`config.mk`:
```
export PLATFORM = sky130hd
export DESIGN_NAME = mac_accum
export DESIGN_NICKNAME = d
export VERILOG_FILES = /design/src/rtl/mac_accum.sv
export SDC_FILE = /design/constraint.sdc
export NUM_CORES = 1
export LEC_CHECK = 0
export ABC_AREA = 1
export ABC_CLOCK_PERIOD_IN_PS = 3960
export BUFFER_PORTS_ARGS = -buffer_cell sky130_fd_sc_hd__buf_2
export CAP_MARGIN = 15
export CORE_ASPECT_RATIO = 1.75
export CORE_MARGIN = 4
export CORE_UTILIZATION = 52
export CTS_CLUSTER_SIZE = 20
export DETAILED_ROUTE_END_ITERATION = 7
export PLACE_DENSITY_LB_ADDON = 0.12
export SLEW_MARGIN = 20
export SYNTH_ARGS = -nofsm -noshare
export SYNTH_HDL_FRONTEND = slang
export SYNTH_SLANG_ARGS = --single-unit
```
`constraint.sdc`:
```
create_clock -name clk -period 3.96 [get_ports clk]
set_input_delay 0.396 -clock clk [delete_from_list [all_inputs] [get_ports clk]]
set_output_delay 0.396 -clock clk [all_outputs]
set_load 0.02 [all_outputs]
```
`src/rtl/mac_accum.sv`:
```
// Accumulates K upstream products into one ACC_W-bit sum with overflow flag and
// presents it on a valid/ready output; the partial sum can be aborted with clr.
module mac_accum #(
    parameter int M     = 4,
    parameter int N     = 4,
    parameter int K     = 4,
    parameter int ACC_W = M + N + 2
) (
    input  logic               clk,
    input  logic               rst_n,
    input  logic               sg,
    input  logic               clr,
    input  logic               in_valid,
    output logic               in_ready,
    input  logic [M+N-1:0]     prod,
    output logic               out_valid,
    input  logic               out_ready,
    output logic [ACC_W-1:0]   out_data,
    output logic               out_ovf
);

    localparam int P  = M + N;
    localparam int CW = $clog2(K);
    localparam logic [CW-1:0] LAST = CW'(K - 1);

    typedef enum logic {
        ACC  = 1'b0,
        HOLD = 1'b1
    } state_t;

    state_t             state_q;
    state_t             state_d;
    logic [CW-1:0]      cnt;
    logic [ACC_W-1:0]   acc;
    logic               ovf_q;
    logic               mode_q;

    logic               accept;
    logic               first;
    logic               mode_eff;
    logic [ACC_W-1:0]   ext;
    logic [ACC_W:0]     sum;
    logic               step_ovf;
    logic [ACC_W-1:0]   new_acc;
    logic               new_ovf;

    assign accept   = in_valid & in_ready;
    assign first    = (cnt == '0);
    // The first term of a group decides the mode; later terms use the latched copy.
    assign mode_eff = first ? sg : mode_q;

    if (ACC_W > P) begin : g_ext
        assign ext = {{(ACC_W - P){mode_eff & prod[P-1]}}, prod};
    end else begin : g_noext
        assign ext = prod;
    end

    assign sum      = {1'b0, acc} + {1'b0, ext};
    assign step_ovf = mode_q ? ((acc[ACC_W-1] == ext[ACC_W-1]) && (sum[ACC_W-1] != acc[ACC_W-1]))
                             : sum[ACC_W];
    assign new_acc  = first ? ext : sum[ACC_W-1:0];
    assign new_ovf  = first ? 1'b0 : (ovf_q | step_ovf);

    always_comb begin
        state_d   = state_q;
        in_ready  = 1'b0;
        out_valid = 1'b0;
        case (state_q)
            ACC: begin
                in_ready = 1'b1;
                if (accept && !clr && (cnt == LAST)) begin
                    state_d = HOLD;
                end
            end
            HOLD: begin
                out_valid = 1'b1;
                if (out_ready) begin
                    state_d = ACC;
                end
            end
            default: state_d = ACC;
        endcase
    end

    always_ff @(posedge clk) begin
        if (!rst_n) begin
            state_q  <= ACC;
            cnt      <= '0;
            acc      <= '0;
            ovf_q    <= 1'b0;
            mode_q   <= 1'b0;
            out_data <= '0;
            out_ovf  <= 1'b0;
        end else begin
            state_q <= state_d;
            // clr only matters while collecting and beats a same-cycle accept.
            if (state_q == ACC && clr) begin
                cnt   <= '0;
                acc   <= '0;
                ovf_q <= 1'b0;
            end else if (accept) begin
                acc   <= new_acc;
                ovf_q <= new_ovf;
                if (first) begin
                    mode_q <= sg;
                end
                if (cnt == LAST) begin
                    cnt      <= '0;
                    out_data <= new_acc;
                    out_ovf  <= new_ovf;
                end else begin
                    cnt <= cnt + CW'(1);
                end
            end
        end
    end

endmodule

```
=== Yosys cells after proc, flatten, opt, wreduce, memory -nomap -nowiden ===
Cells that the tools add are included.

* Add/sub/neg operators: 2
* Reductions and logical operators: 9
* Bitwise logic cells: 6
* Equal/unequal tests: 3
* Mux-type cells: 10

{| class="wikitable"
|+ Operators by type and width
! operator !! count
|-
| 10-bit by 10-bit adder with 11-bit output || 1
|-
| 10-bit two-way mux || 1
|-
| 1-bit two-way mux || 7
|-
| 1-bit logical AND || 4
|-
| 1-bit NOT || 3
|-
| 3-bit AND reduction || 1
|-
| 2-bit by 1-bit adder with 2-bit output, second input constant || 1
|-
| 1-bit AND || 2
|-
| 2-bit == test, second input constant || 1
|-
| 2-bit logical NOT || 1
|-
| 2-bit two-way mux || 1
|-
| 1-bit case mux with 2 select lines || 1
|-
| 2-bit AND reduction || 1
|-
| 2-bit OR reduction || 1
|-
| 1-bit == test || 1
|-
| 1-bit logical NOT || 1
|-
| 1-bit != test || 1
|-
| 1-bit bitwise OR || 1
|}

* Output and inout bits: 13
* Register bits after elaboration: 26

=== Longest topological paths before layout ===
Gate-level depths: netlist (run 1).

* Word-level depth: 9
* Depth in mapped cells: 17

=== Worst setup path before layout (run 1) ===
Ideal clock, no wire load.

* Path kind: flip-flop to flip-flop
* From: register cnt[0]
* To: register out_ovf
* Path buffers: 0
* Clock period less this slack: 2,129 ps
* Stages on the path, launching flop included: 18
* Required time: 3,838 ps
* Setup slack: 1,831 ps
* Library setup time: 122 ps
* Data arrival time: 2,007 ps
* Cells stage by stage: dfxtp_1 > inv_1 > ha_1 > nand2_1 > o21ai_0 > and2_1 > ha_1 > nand2_1 > nor2_1 > nand3_2 > nand3_1 > nand2_1 > nand3_1 > nand2_1 > nand2_1 > nand2_1 > nand2_2 > a21oi_2

* Longest elaborated chain between the ends: 9

{| class="wikitable"
|+ RTL lines
! item !! RTL line !! text
|-
| start: declaration || 33 || <nowiki>logic [CW-1:0] cnt;</nowiki>
|-
| start signal: assignment || 112 || <nowiki>cnt <= cnt + CW'(1);</nowiki>
|-
| 2-bit logical NOT || 48 || <nowiki>assign first = (cnt == '0);</nowiki>
|-
| 1-bit two-way mux || -- ||
|-
| 1-bit AND || 53 || <nowiki>assign ext = {{(ACC_W - P){mode_eff & prod[P-1]}}, prod};</nowiki>
|-
| 10-bit by 10-bit adder with 11-bit output || 58 || <nowiki>assign sum = {1'b0, acc} + {1'b0, ext};</nowiki>
|-
| 1-bit != test || 59 || <nowiki>assign step_ovf = mode_q ? ((acc[ACC_W-1] == ext[ACC_W-1]) && (sum[ACC_W-1] != acc[ACC_W-1]))</nowiki>
|-
| 1-bit logical AND || 59 ||
|-
| 1-bit two-way mux || 59 ||
|-
| 1-bit bitwise OR || 62 || <nowiki>assign new_ovf = first ? 1'b0 : (ovf_q | step_ovf);</nowiki>
|-
| 1-bit two-way mux || 62 ||
|-
| end signal: assignment || 110 || <nowiki>out_ovf <= new_ovf;</nowiki>
|-
| end: declaration || 19 || <nowiki>output logic out_ovf</nowiki>
|}

Parallel ways exist; a longest one is shown, timed or not.
A chain may end at the register's enable or synchronous reset.

=== Worst setup path in the final report (run 1) ===
* From: register cnt[0]
* To: register out_data[9]

* Longest elaborated chain between the ends: 5

{| class="wikitable"
|+ RTL lines
! item !! RTL line !! text
|-
| 2-bit logical NOT || 48 ||
|-
| 1-bit two-way mux || -- ||
|-
| 1-bit AND || 53 ||
|-
| 10-bit by 10-bit adder with 11-bit output || 58 ||
|-
| 10-bit two-way mux || 61 || <nowiki>assign new_acc = first ? ext : sum[ACC_W-1:0];</nowiki>
|-
| end signal: assignment || 109 || <nowiki>out_data <= new_acc;</nowiki>
|-
| end: declaration || 18 || <nowiki>output logic [ACC_W-1:0] out_data,</nowiki>
|}

Parallel ways exist; a longest one is shown, timed or not.

==> results.tsv, run 1 <==
stage	metric	value	unit
place	# port buffers	26	
clocking	# resized after CTS	0	
logic_synthesis	dominant synthesized flop cell	dfxtp_1	
run	max-cap violation count	0	
worst_setup_path	instance count on the critical path	14	
floorplan	Core Rows	27	
timing	period utilization	65.8	%
clocking	Clk Latency, worst-skew pair	0.27	ns
detailed_routing	drt drc	0	
place	GP Congestion	0.901	
logic_synthesis	total number of yosys warnings	0	
place	Setup WS pre-CTS	1.36	ns
floorplan	Ports	27	
detailed_routing	drt via density	5.18	
place	post-detail-place hpwl	3080	um
detailed_routing	WL final	3870	um
hold_path	Hold WC Path Type	in2reg	
worst_setup_path	capture point of the worst path	out_data[9]	
logic_synthesis	post-synth top area cell	dfxtp_1	
worst_setup_path	crit-path max cell delay	0.40	ns
floorplan	CORE AREA	3140	um2
place	placed instance count	301	
timing	final setup TNS	0	ns
timing	Final min period	2.61	ns
detailed_routing	drt pass-1 iters	4	
floorplan	Die X	51.2	um
worst_setup_path	critical path startpoint	cnt[0]	
detailed_routing	Final ANT Viol Nets	0	
logic_synthesis	Post-Syn Area	1700	um2
logic_synthesis	Async S/R FF share, synth	0	%
detailed_routing	via count	1579	
pwr	pwr dens	295	nW/um2
grt	gr ovfl total	0	
logic_synthesis	EDFF count, synth	0	
clocking	Clock transition at path regs	0.08	ns
final_layout	Non-Filler Instances	305	
clocking	maximum root-to-sink buffer count	2	
worst_setup_path	r2r setup slk	1.35	ns
timing	Slew headroom	58.4	%
worst_setup_path	Max Fanout on Critical Path	12	
final_layout	NumNets Final	290	
worst_setup_path	CP endpoint kind	register	
logic_synthesis	count of different cell masters after synthesis	32	
clocking	total CTS buffers	3	
timing	Slew Limit Fails	0	
clocking	clk root buf	clkbuf_8	
floorplan	Initial Util	54.2	%
grt	vias in the first global route	1594	
worst_setup_path	Crit Path Category	reg2reg	
floorplan	die footprint	4290	um2
timing	RSZ-0062 raised after global routing	false	
pwr	leakage	1.01	nW
logic_synthesis	most common cell in the netlist	inv_1	
logic_synthesis	Cells after Synth	238	
pwr	Pwr Total	0.555	mW
final_layout	area delta synth->final	10.7	%
detailed_routing	Routed WL per cell	12.7	um
worst_setup_path	critical path's slowest cell	ha_1	
worst_setup_path	Critical Path AT	2.77	ns
clocking	CTS tree	built	
logic_synthesis	syn avg cell area	7.15	um2
clocking	CTS Hold Bufs	0	
timing	Final Skew	0.00763	ns
worst_setup_path	crit-path cells	inv_1 -> ha_1 -> o21ai_0 -> and2_1 -> ha_1 -> nand2_1 -> nor2_1 -> nand3_2 -> nand3_1 -> a21oi_1 -> o21ai_1 -> nand3_1 -> o211ai_1 -> inv_1	
final_layout	share of layout cells above drive strength 1	19.5	%
clocking	CTS Sinks	26	
outcome	run status	completed	
timing	Fin. Hold Viols	0	
worst_setup_path	critical path buffer and inverter count	2	
timing	Final WS setup	1.35	ns
grt	largest net degree at the start of global routing	23	
grt	Tot GR Track Use	20.7	%
logic_synthesis	sequential area share after synthesis	30.6	%
floorplan	chip height	83.7	um
pwr	Worst VDD drop	0.000244	V
grt	first-pass GRT wire length	6950	um
logic_synthesis	commonest cells in the netlist	39 x inv_1, 37 x nand2_1, 26 x dfxtp_1, 23 x nor2_1	
clocking	post-CTS setup repair buffer count	0	
worst_setup_path	worst reg2reg endpoint	out_data[9]	
timing	FMAX	384	MHz
clocking	H-tree depth	1	
timing	Final setup viols	0	
worst_setup_path	Reg2Reg Launch Point	cnt[0]	
worst_setup_path	Crit path max-delay family	simple AND/OR/NAND/NOR gates	
worst_setup_path	Worst R2R Path Depth	14	
logic_synthesis	Area contributors post-synth	dfxtp_1 31%, ha_1 8.8%, inv_1 8.6%	
grt	initial antenna violation count	0	
logic_synthesis	Synth top area share	30.6	%
worst_setup_path	Worst setup SP type	register	
final_layout	antenna fix cells	0	
detailed_routing	DRT iter0 DRCs	51	
logic_synthesis	post-synthesis sequential element count	26	
logic_synthesis	Mapped Nets	265	
timing	Worst Tran Pin Value	0.623	ns
worst_setup_path	Critical Path RT	4.13	ns
logic make-up (layout without fill, tap and decap cells):
kind of cell	Yosys count	after routing	share of synthesized area, %
mux	1	1	0.588
compound gates	58	58	21.6
buf+inv	50	74	13.0
simple gates	90	90	24.2
fa+ha+maj	13	13	10.0
flops	26	26	30.6
stage by stage:
stage / cell area (um2) / utilization (%) / hold WS [ns]
floorplan: 1700 / - / 0.451
global placement: 1830 / 58.2 / 0.467
detailed placement: 1830 / 58.2 / 0.476
CTS: 1880 / 60.0 / 0.399
global route: 1880 / 60.0 / 0.447
finish: 1880 / 60.0 / 0.405
worst min-delay path: stages:
cell and delay [ns]:
buf_2 0.08, nor2_1 0.03, nor2_1 0.09, nor2_1 0.04
layer usage:
metal	GRT usage, %	vias to the layer above	part of all wire (%)
met5	0	-	0
met3	2.15	13	2.1
met1	24.7	712	42
li1	-	828	-
met4	9.55	0	3.9
met2	36.1	26	52
sequential cells by signal, indices dropped and copies added, names as in the netlist:
| name | cells |
|---|---|
| acc | 10 |
| out_data | 10 |
| cnt | 2 |
| mode_q | 1 |
| out_ovf | 1 |
| ovf_q | 1 |
| state_q | 1 |
final cells by class:
cell class / count / area [um2]
fillers: 341 / 1260
inverters: 44 / 165
multi-input cells: 162 / 960
repair buffers: 26 / 130
clock buffers: 4 / 55.1
flip-flops and latches: 26 / 520
well taps: 43 / 53.8
worst min path at each step:
stage	from	to	slack [ns]	depth (start not counted)
2_1_floorplan	cnt[1]	cnt[1]	0.45	2
3_3_place_gp	cnt[1]	cnt[1]	0.47	2
3_5_place_dp	cnt[1]	cnt[1]	0.48	2
4_1_cts	out_ready	state_q	0.40	4
5_1_grt	prod[2]	out_data[2]	0.45	3
6_report	out_ready	state_q	0.40	4
power breakdown:
group | total (mW) | leakage (nW) | internal, mW | switching, mW
registers | 0.273 | 0.211 | 0.269 | 0.00448
logic | 0.111 | 0.774 | 0.0386 | 0.0720
clock network | 0.172 | 0.0288 | 0.0889 | 0.0827
layout by cell type (no fill, tap or decap):
| cell | count |
|---|---|
| nand2_2 | 4 |
| ha_1 | 12 |
| a21oi_1 | 12 |
| o211ai_1 | 13 |
| a211oi_1 | 3 |
| dfxtp_1 | 26 |
| nand4_1 | 2 |
| nand3_1 | 14 |
| o21bai_1 | 2 |
| and2_1 | 1 |
| or2_2 | 1 |
| buf_2 | 26 |
| or2_1 | 3 |
| a21oi_2 | 5 |
| clkbuf_8 | 4 |
| inv_2 | 5 |
| nor2_2 | 1 |
| fa_1 | 1 |
| o21ai_0 | 14 |
| o21bai_2 | 1 |
| o21ai_1 | 4 |
| nor2_1 | 23 |
| a21o_1 | 2 |
| nand3_2 | 3 |
| inv_1 | 39 |
| nand2_1 | 37 |
| mux2i_1 | 1 |
| nor2_4 | 1 |
| a31oi_1 | 2 |
No activity file was read; power rests on OpenSTA's default activity.
==> run 2, diff against run 1 <==
--- a/config.mk
+++ b/config.mk
@@ -5,13 +5,13 @@
 export SDC_FILE = /design/constraint.sdc
 export NUM_CORES = 1
 export LEC_CHECK = 0
-export ABC_AREA = 1
-export ABC_CLOCK_PERIOD_IN_PS = 3960
+export ABC_AREA = 0
+export ABC_CLOCK_PERIOD_IN_PS = 2350
 export BUFFER_PORTS_ARGS = -buffer_cell sky130_fd_sc_hd__buf_2
 export CAP_MARGIN = 15
 export CORE_ASPECT_RATIO = 1.75
 export CORE_MARGIN = 4
-export CORE_UTILIZATION = 52
+export CORE_UTILIZATION = 50
 export CTS_CLUSTER_SIZE = 20
 export DETAILED_ROUTE_END_ITERATION = 7
 export PLACE_DENSITY_LB_ADDON = 0.12
==> constraint.sdc (replaced) <==
create_clock -name clk -period 2.35 [get_ports clk]
set_input_delay 0.235 -clock clk [delete_from_list [all_inputs] [get_ports clk]]
set_output_delay 0.235 -clock clk [all_outputs]
set_load 0.02 [all_outputs]
==> run 2 against run 1 <==
The run now ends with negative setup slack left; worst hold slack got worse by 0.13 ns; first-iteration DRC count fell by 5.9%; clock skew rose by 0.00088 ns; non-clock buffer count rose by 13; via count fell by 9.4%; power rose by 83%; maximum frequency rose by 7.8%; wire length fell by 6.3%; critical path depth fell by 3; clock power rose by 110%; register-to-register slack got worse by 1.4 ns.
==> results.tsv, run 2 <==
stage	metric	value	unit
grt	first-pass GRT wire length	6000	um
logic_synthesis	post-synthesis sequential element count	26	
outcome	run status	complete, but fails checks	
worst_setup_path	Crit Path Category	reg2reg	
timing	final setup TNS	-0.134	ns
logic_synthesis	post-synth top area cell	dfxtp_1	
logic_synthesis	Mapped Nets	214	
final_layout	share of layout cells above drive strength 1	27.3	%
hold_path	Hold WC Path Type	in2reg	
worst_setup_path	CP endpoint kind	register	
detailed_routing	DRT iter0 DRCs	48	
logic_synthesis	total number of yosys warnings	0	
final_layout	NumNets Final	248	
logic_synthesis	Cells after Synth	187	
pwr	Worst VDD drop	0.000446	V
clocking	total CTS buffers	3	
final_layout	Fill cells	250	
final_layout	Top Registers	acc x10, out_data x10, cnt x2	
detailed_routing	drt pass-1 iters	4	
clocking	Clock transition at path regs	0.08	ns
floorplan	die footprint	4170	um2
floorplan	chip height	82.5	um
floorplan	Core Rows	26	
place	# port buffers	26	
final_layout	area delta synth->final	22.1	%
worst_setup_path	Critical Path AT	2.56	ns
outcome	failing checks	negative setup slack	
detailed_routing	Final ANT Viol Nets	0	
timing	Final WS setup	-0.0676	ns
detailed_routing	via count	1431	
clocking	maximum root-to-sink buffer count	2	
timing	period utilization	103	%
clocking	clk root buf	clkbuf_8	
floorplan	CORE AREA	2990	um2
place	placed instance count	256	
timing	Fin. Hold Viols	0	
floorplan	Initial Util	53.0	%
logic_synthesis	dominant synthesized flop cell	dfxtp_1	
timing	Final min period	2.42	ns
worst_setup_path	Worst setup SP type	register	
timing	Hold WS	0.274	ns
logic_synthesis	Synth top area share	32.8	%
clocking	CTS Sinks	26	
worst_setup_path	Critical Path RT	2.50	ns
grt	largest net degree at the start of global routing	24	
floorplan	Ports	27	
floorplan	Die X	50.6	um
timing	FMAX	414	MHz
final_layout	final core utilization	64.7	%
logic_synthesis	syn avg cell area	8.48	um2
final_layout	Multi-input gate area	1030	um2
clocking	CTS tree	built	
run	max-cap violation count	0	
detailed_routing	drt via density	5.46	
timing	Final setup viols	3	
timing	RSZ-0062 raised after global routing	true	
logic_synthesis	Post-Syn Area	1590	um2
logic_synthesis	sequential area share after synthesis	32.8	%
detailed_routing	Routed WL per cell	13.8	um
detailed_routing	drt drc	0	
final_layout	Non-Filler Instances	262	
final_layout	register area	523	um2
grt	gr ovfl total	0	
worst_setup_path	Max Fanout on Critical Path	3	
detailed_routing	WL final	3620	um
grt	vias in the first global route	1419	
logic_synthesis	EDFF count, synth	0	
final_layout	most frequent cells in the layout	26 x buf_2, 24 x dfxtp_1, 19 x nor2_1	
timing	Worst Tran Pin Value	0.364	ns
logic_synthesis	commonest cells in the netlist	26 x dfxtp_1, 19 x nor2_1, 17 x a21oi_1, 13 x nand2_1, 12 x ha_1	
grt	initial antenna violation count	0	
timing	Final Skew	0.00851	ns
clocking	Clk Latency, worst-skew pair	0.27	ns
logic_synthesis	Async S/R FF share, synth	0	%
logic_synthesis	Area contributors post-synth	dfxtp_1 33%, ha_1 9.5%, a21oi_1 5.4%	
timing	Slew headroom	75.5	%
place	GP Congestion	0.848	
timing	Slew Limit Fails	0	
place	post-detail-place hpwl	2870	um
pwr	pwr dens	525	nW/um2
logic_synthesis	count of different cell masters after synthesis	43	
final_layout	antenna fix cells	0	
pwr	leakage	0.899	nW
final_layout	most common cell after layout, fill and taps aside	buf_2	
clocking	H-tree depth	1	
grt	Tot GR Track Use	18.2	%
logic_synthesis	most common cell in the netlist	dfxtp_1	
-- run 2: cell types whose count changed in the layout (fill, tap and decap cells not counted), sizes merged, moves of 4 or more --
cell / previous run / this run
a211oi: 3 / 12
buf: 26 / 39
inv: 44 / 8
mux2i: 1 / 8
nand2: 41 / 14
nand3: 17 / 4
nor2: 25 / 19
nor2b: 0 / 5
o211ai: 13 / 2
o21a: 0 / 4
o21ai: 18 / 11
or2: 4 / 0
xnor2: 0 / 4
-- run 2: stage by stage --
step	total power, mW	instance area (um2)	setup WS (ns)
3_3_place_gp	0.651	1810	-0.0525
2_1_floorplan	0.603	1610	-0.372
4_1_cts	1.02	1920	-0.0711
3_5_place_dp	0.656	1810	-0.112
5_1_grt	1.07	1940	-0.206
6_report	1.02	1940	-0.0676
-- run 2: where the power goes --
group | internal [mW] | leakage, nW | switching (mW) | total [mW]
clock network | 0.228 | 0.0357 | 0.132 | 0.360
logic | 0.0877 | 0.651 | 0.112 | 0.200
registers | 0.451 | 0.212 | 0.00688 | 0.457
-- run 2: critical path: stages (launching register included) --
cell and delay, ns:
dfxtp_2 0.33, inv_2 0.06, ha_4 0.13, mux2i_1 0.17, nor2b_1 0.08, ha_1 0.30, nand4_1 0.08, or4b_1 0.49
nand2_2 0.11, mux2_4 0.32, o2111ai_2 0.16, nand3_1 0.08
-- run 2: final cells by class --
class / count / area share (%)
Inverter: 8 / 1.55
Timing Repair Buffer: 39 / 12.0
Sequential cell: 26 / 27.0
Multi-Input combinational cell: 143 / 53.1
Clock inverter: 1 / 1.55
Clock buffer: 3 / 2.13
Tap cell: 42 / 2.71
-- run 2: logic make-up (layout without fill, tap and decap cells) --
family / after synthesis / after routing / synth area share, %
mux: 9 / 9 / 5.99
flops: 26 / 26 / 32.8
simple gates: 57 / 57 / 17.3
compound gates: 58 / 58 / 25.1
xor+xnor: 6 / 6 / 3.31
buf+inv: 18 / 51 / 4.81
fa+ha+maj: 13 / 13 / 10.7
-- run 2: per-layer routing --
metal / wire (um) / up-vias / global-route usage, %
li1: - / 737 / -
met5: 0 / - / 0
met1: 1510 / 657 / 19.6
met2: 1920 / 33 / 35.6
met3: 146 / 4 / 2.51
met4: 51 / 0 / 6.20
-- run 2: path summary, 6_finish.rpt --
check                               start  cells after the start      end  slack [ns]
worst max-delay path               cnt[0]                     11  out_ovf       -0.07
worst min-delay path            out_ready                      3  state_q        0.27
worst max register to register     cnt[0]                     11  out_ovf       -0.07
worst min register to register      ovf_q                      2    ovf_q        0.48
-- run 2: timing repair --
item                       in CTS  in global routing
pin swaps                       3                  1
hold endpoints to repair        0                  0
hold buffers                    0                  0
gates resized for setup         6                  5
setup endpoints to repair       3                  6
setup buffers                   1                  1
==> run 3, diff against run 2 <==
--- a/config.mk
+++ b/config.mk
@@ -6,12 +6,12 @@
 export NUM_CORES = 1
 export LEC_CHECK = 0
 export ABC_AREA = 0
-export ABC_CLOCK_PERIOD_IN_PS = 2350
+export ABC_CLOCK_PERIOD_IN_PS = 2800
 export BUFFER_PORTS_ARGS = -buffer_cell sky130_fd_sc_hd__buf_2
-export CAP_MARGIN = 15
+export CAP_MARGIN = 20
 export CORE_ASPECT_RATIO = 1.75
 export CORE_MARGIN = 4
-export CORE_UTILIZATION = 50
+export CORE_UTILIZATION = 52
 export CTS_CLUSTER_SIZE = 20
 export DETAILED_ROUTE_END_ITERATION = 7
 export PLACE_DENSITY_LB_ADDON = 0.12
==> constraint.sdc (replaced) <==
create_clock -name clk -period 2.8 [get_ports clk]
set_input_delay 0.28 -clock clk [delete_from_list [all_inputs] [get_ports clk]]
set_output_delay 0.28 -clock clk [all_outputs]
set_load 0.02 [all_outputs]
==> run 3 against run 2 <==
The flow now finishes without violations; maximum frequency is 6.6% lower; first-iteration DRC count is 13% higher; wire length is 4.0% lower; largest cell class unchanged.
==> results.tsv, run 3 (synthesis gave the netlist of run 2 again) <==
stage	metric	value	unit
timing	RSZ-0062 raised after global routing	false	
timing	FMAX	386	MHz
clocking	Clk Latency, worst-skew pair	0.27	ns
floorplan	Initial Util	54.2	%
worst_setup_path	Critical Path RT	2.95	ns
final_layout	share of layout cells above drive strength 1	19.0	%
final_layout	Fill cells	259	
detailed_routing	via count	1413	
worst_setup_path	capture point of the worst path	out_ovf	
floorplan	CORE AREA	2930	um2
worst_setup_path	Critical Path AT	2.74	ns
timing	Fin. Hold Viols	0	
floorplan	Ports	27	
detailed_routing	DRT iter0 DRCs	54	
timing	final setup TNS	0	ns
detailed_routing	Final ANT Viol Nets	0	
timing	Final setup viols	0	
timing	period utilization	92.4	%
final_layout	Multi-input gate area	990	um2
clocking	post-CTS setup repair buffer count	0	
detailed_routing	drt pass-1 iters	4	
grt	vias in the first global route	1321	
hold_path	Hold Crit Depth	3	
grt	initial antenna violation count	0	
detailed_routing	drt drc	0	
worst_setup_path	Reg2Reg Launch Point	cnt[0]	
place	# port buffers	26	
final_layout	register area	520	um2
final_layout	NumNets Final	239	
worst_setup_path	r2r setup slk	0.21	ns
detailed_routing	WL final	3480	um
grt	largest net degree at the start of global routing	25	
grt	gr ovfl total	0	
final_layout	antenna fix cells	0	
detailed_routing	Routed WL per cell	14.6	um
place	GP Congestion	0.851	
clocking	maximum root-to-sink buffer count	2	
run	max-cap violation count	0	
timing	Final min period	2.59	ns
clocking	CTS Hold Bufs	0	
timing	Final Skew	0.00635	ns
worst_setup_path	CP endpoint kind	register	
clocking	# resized after CTS	0	
timing	Slew Limit Fails	0	
worst_setup_path	worst reg2reg endpoint	out_ovf	
final_layout	most frequent cells in the layout	26 x dfxtp_1, 26 x buf_2, 19 x nor2_1	
pwr	pwr dens	431	nW/um2
pwr	Worst VDD drop	0.000468	V
timing	Worst Tran Pin Value	0.710	ns
floorplan	die footprint	4030	um2
timing	Slew headroom	52.6	%
clocking	CTS tree	built	
worst_setup_path	Worst setup SP type	register	
clocking	CTS Sinks	26	
worst_setup_path	Max Fanout on Critical Path	4	
worst_setup_path	Worst R2R Path Depth	11	
pwr	leakage	0.844	nW
clocking	H-tree depth	1	
final_layout	area delta synth->final	12.9	%
hold_path	Hold WC Path Type	in2reg	
outcome	run status	completed	
floorplan	chip height	81.1	um
timing	Hold WS	0.303	ns
clocking	total CTS buffers	3	
detailed_routing	drt via density	5.91	
grt	Tot GR Track Use	18.3	%
floorplan	Core Rows	26	
worst_setup_path	critical path startpoint	cnt[0]	
clocking	clk root buf	clkbuf_8	
clocking	Clock transition at path regs	0.09	ns
worst_setup_path	Crit Path Category	reg2reg	
grt	first-pass GRT wire length	5860	um
place	post-detail-place hpwl	2710	um
final_layout	Top Registers	acc x10, out_data x10, cnt x2	
floorplan	Die X	49.8	um
run 3: cell types whose count changed in the layout (fill, tap and decap cells not counted), sizes merged:
cell / before / now
bufinv: 1 / 0
buf: 39 / 30
clkbuf: 3 / 4
run 3: power breakdown:
| part | switching, mW | leakage [nW] | total [mW] | internal [mW] |
|---|---|---|---|---|
| combinational | 0.0879 | 0.605 | 0.151 | 0.0626 |
| clock | 0.111 | 0.0288 | 0.237 | 0.126 |
| sequential | 0.00589 | 0.211 | 0.384 | 0.378 |
| total | 0.205 | 0.844 | 0.771 | 0.566 |
run 3: worst min path at each step:
stage                         end  startpoint
after floorplan            mode_q       rst_n
after global placement      ovf_q       ovf_q
after detailed placement    ovf_q       ovf_q
after CTS                 state_q   out_ready
after global routing      state_q   out_ready
final                     state_q   out_ready
run 3: final cells by class:
type | count | share of cell area (%)
repair buffers | 30 | 8.94
multi-input cells | 143 | 55.3
flip-flops and latches | 26 | 29.1
clock buffers | 4 | 3.07
inverters | 8 | 1.68
well taps | 28 | 1.96
run 3: per-layer routing:
layer / vias to the layer above / GRT usage (%) / share of wire, %
met1: 647 / 22.6 / 45
met3: 4 / 3.12 / 4.7
li1: 725 / - / -
met2: 37 / 32.0 / 49
met5: - / 0 / 0
met4: 0 / 6.09 / 1.2
run 3: per-stage QoR:
stage / power (mW) / instances / util (%) / worst slack [ns] / area (um2)
after floorplan: 0.504 / 187 / - / 0.0167 / 1590
after global placement: 0.537 / 235 / 59.3 / 0.323 / 1740
after detailed placement: 0.542 / 235 / 59.3 / 0.244 / 1740
after CTS: 0.779 / 239 / 61.2 / 0.214 / 1790
after global routing: 0.810 / 239 / 61.2 / 0.0971 / 1790
final: 0.771 / 239 / 61.2 / 0.212 / 1790
run 3: critical path: stages (launching register included):
cell and delay [ns]:
dfxtp_1 0.39, inv_1 0.06, ha_1 0.22, mux2i_1 0.15, nor2b_1 0.08, ha_1 0.31
nand4_1 0.08, or4b_1 0.51, nand2_2 0.11, mux2_4 0.31, o2111ai_1 0.17, nand3_1 0.08
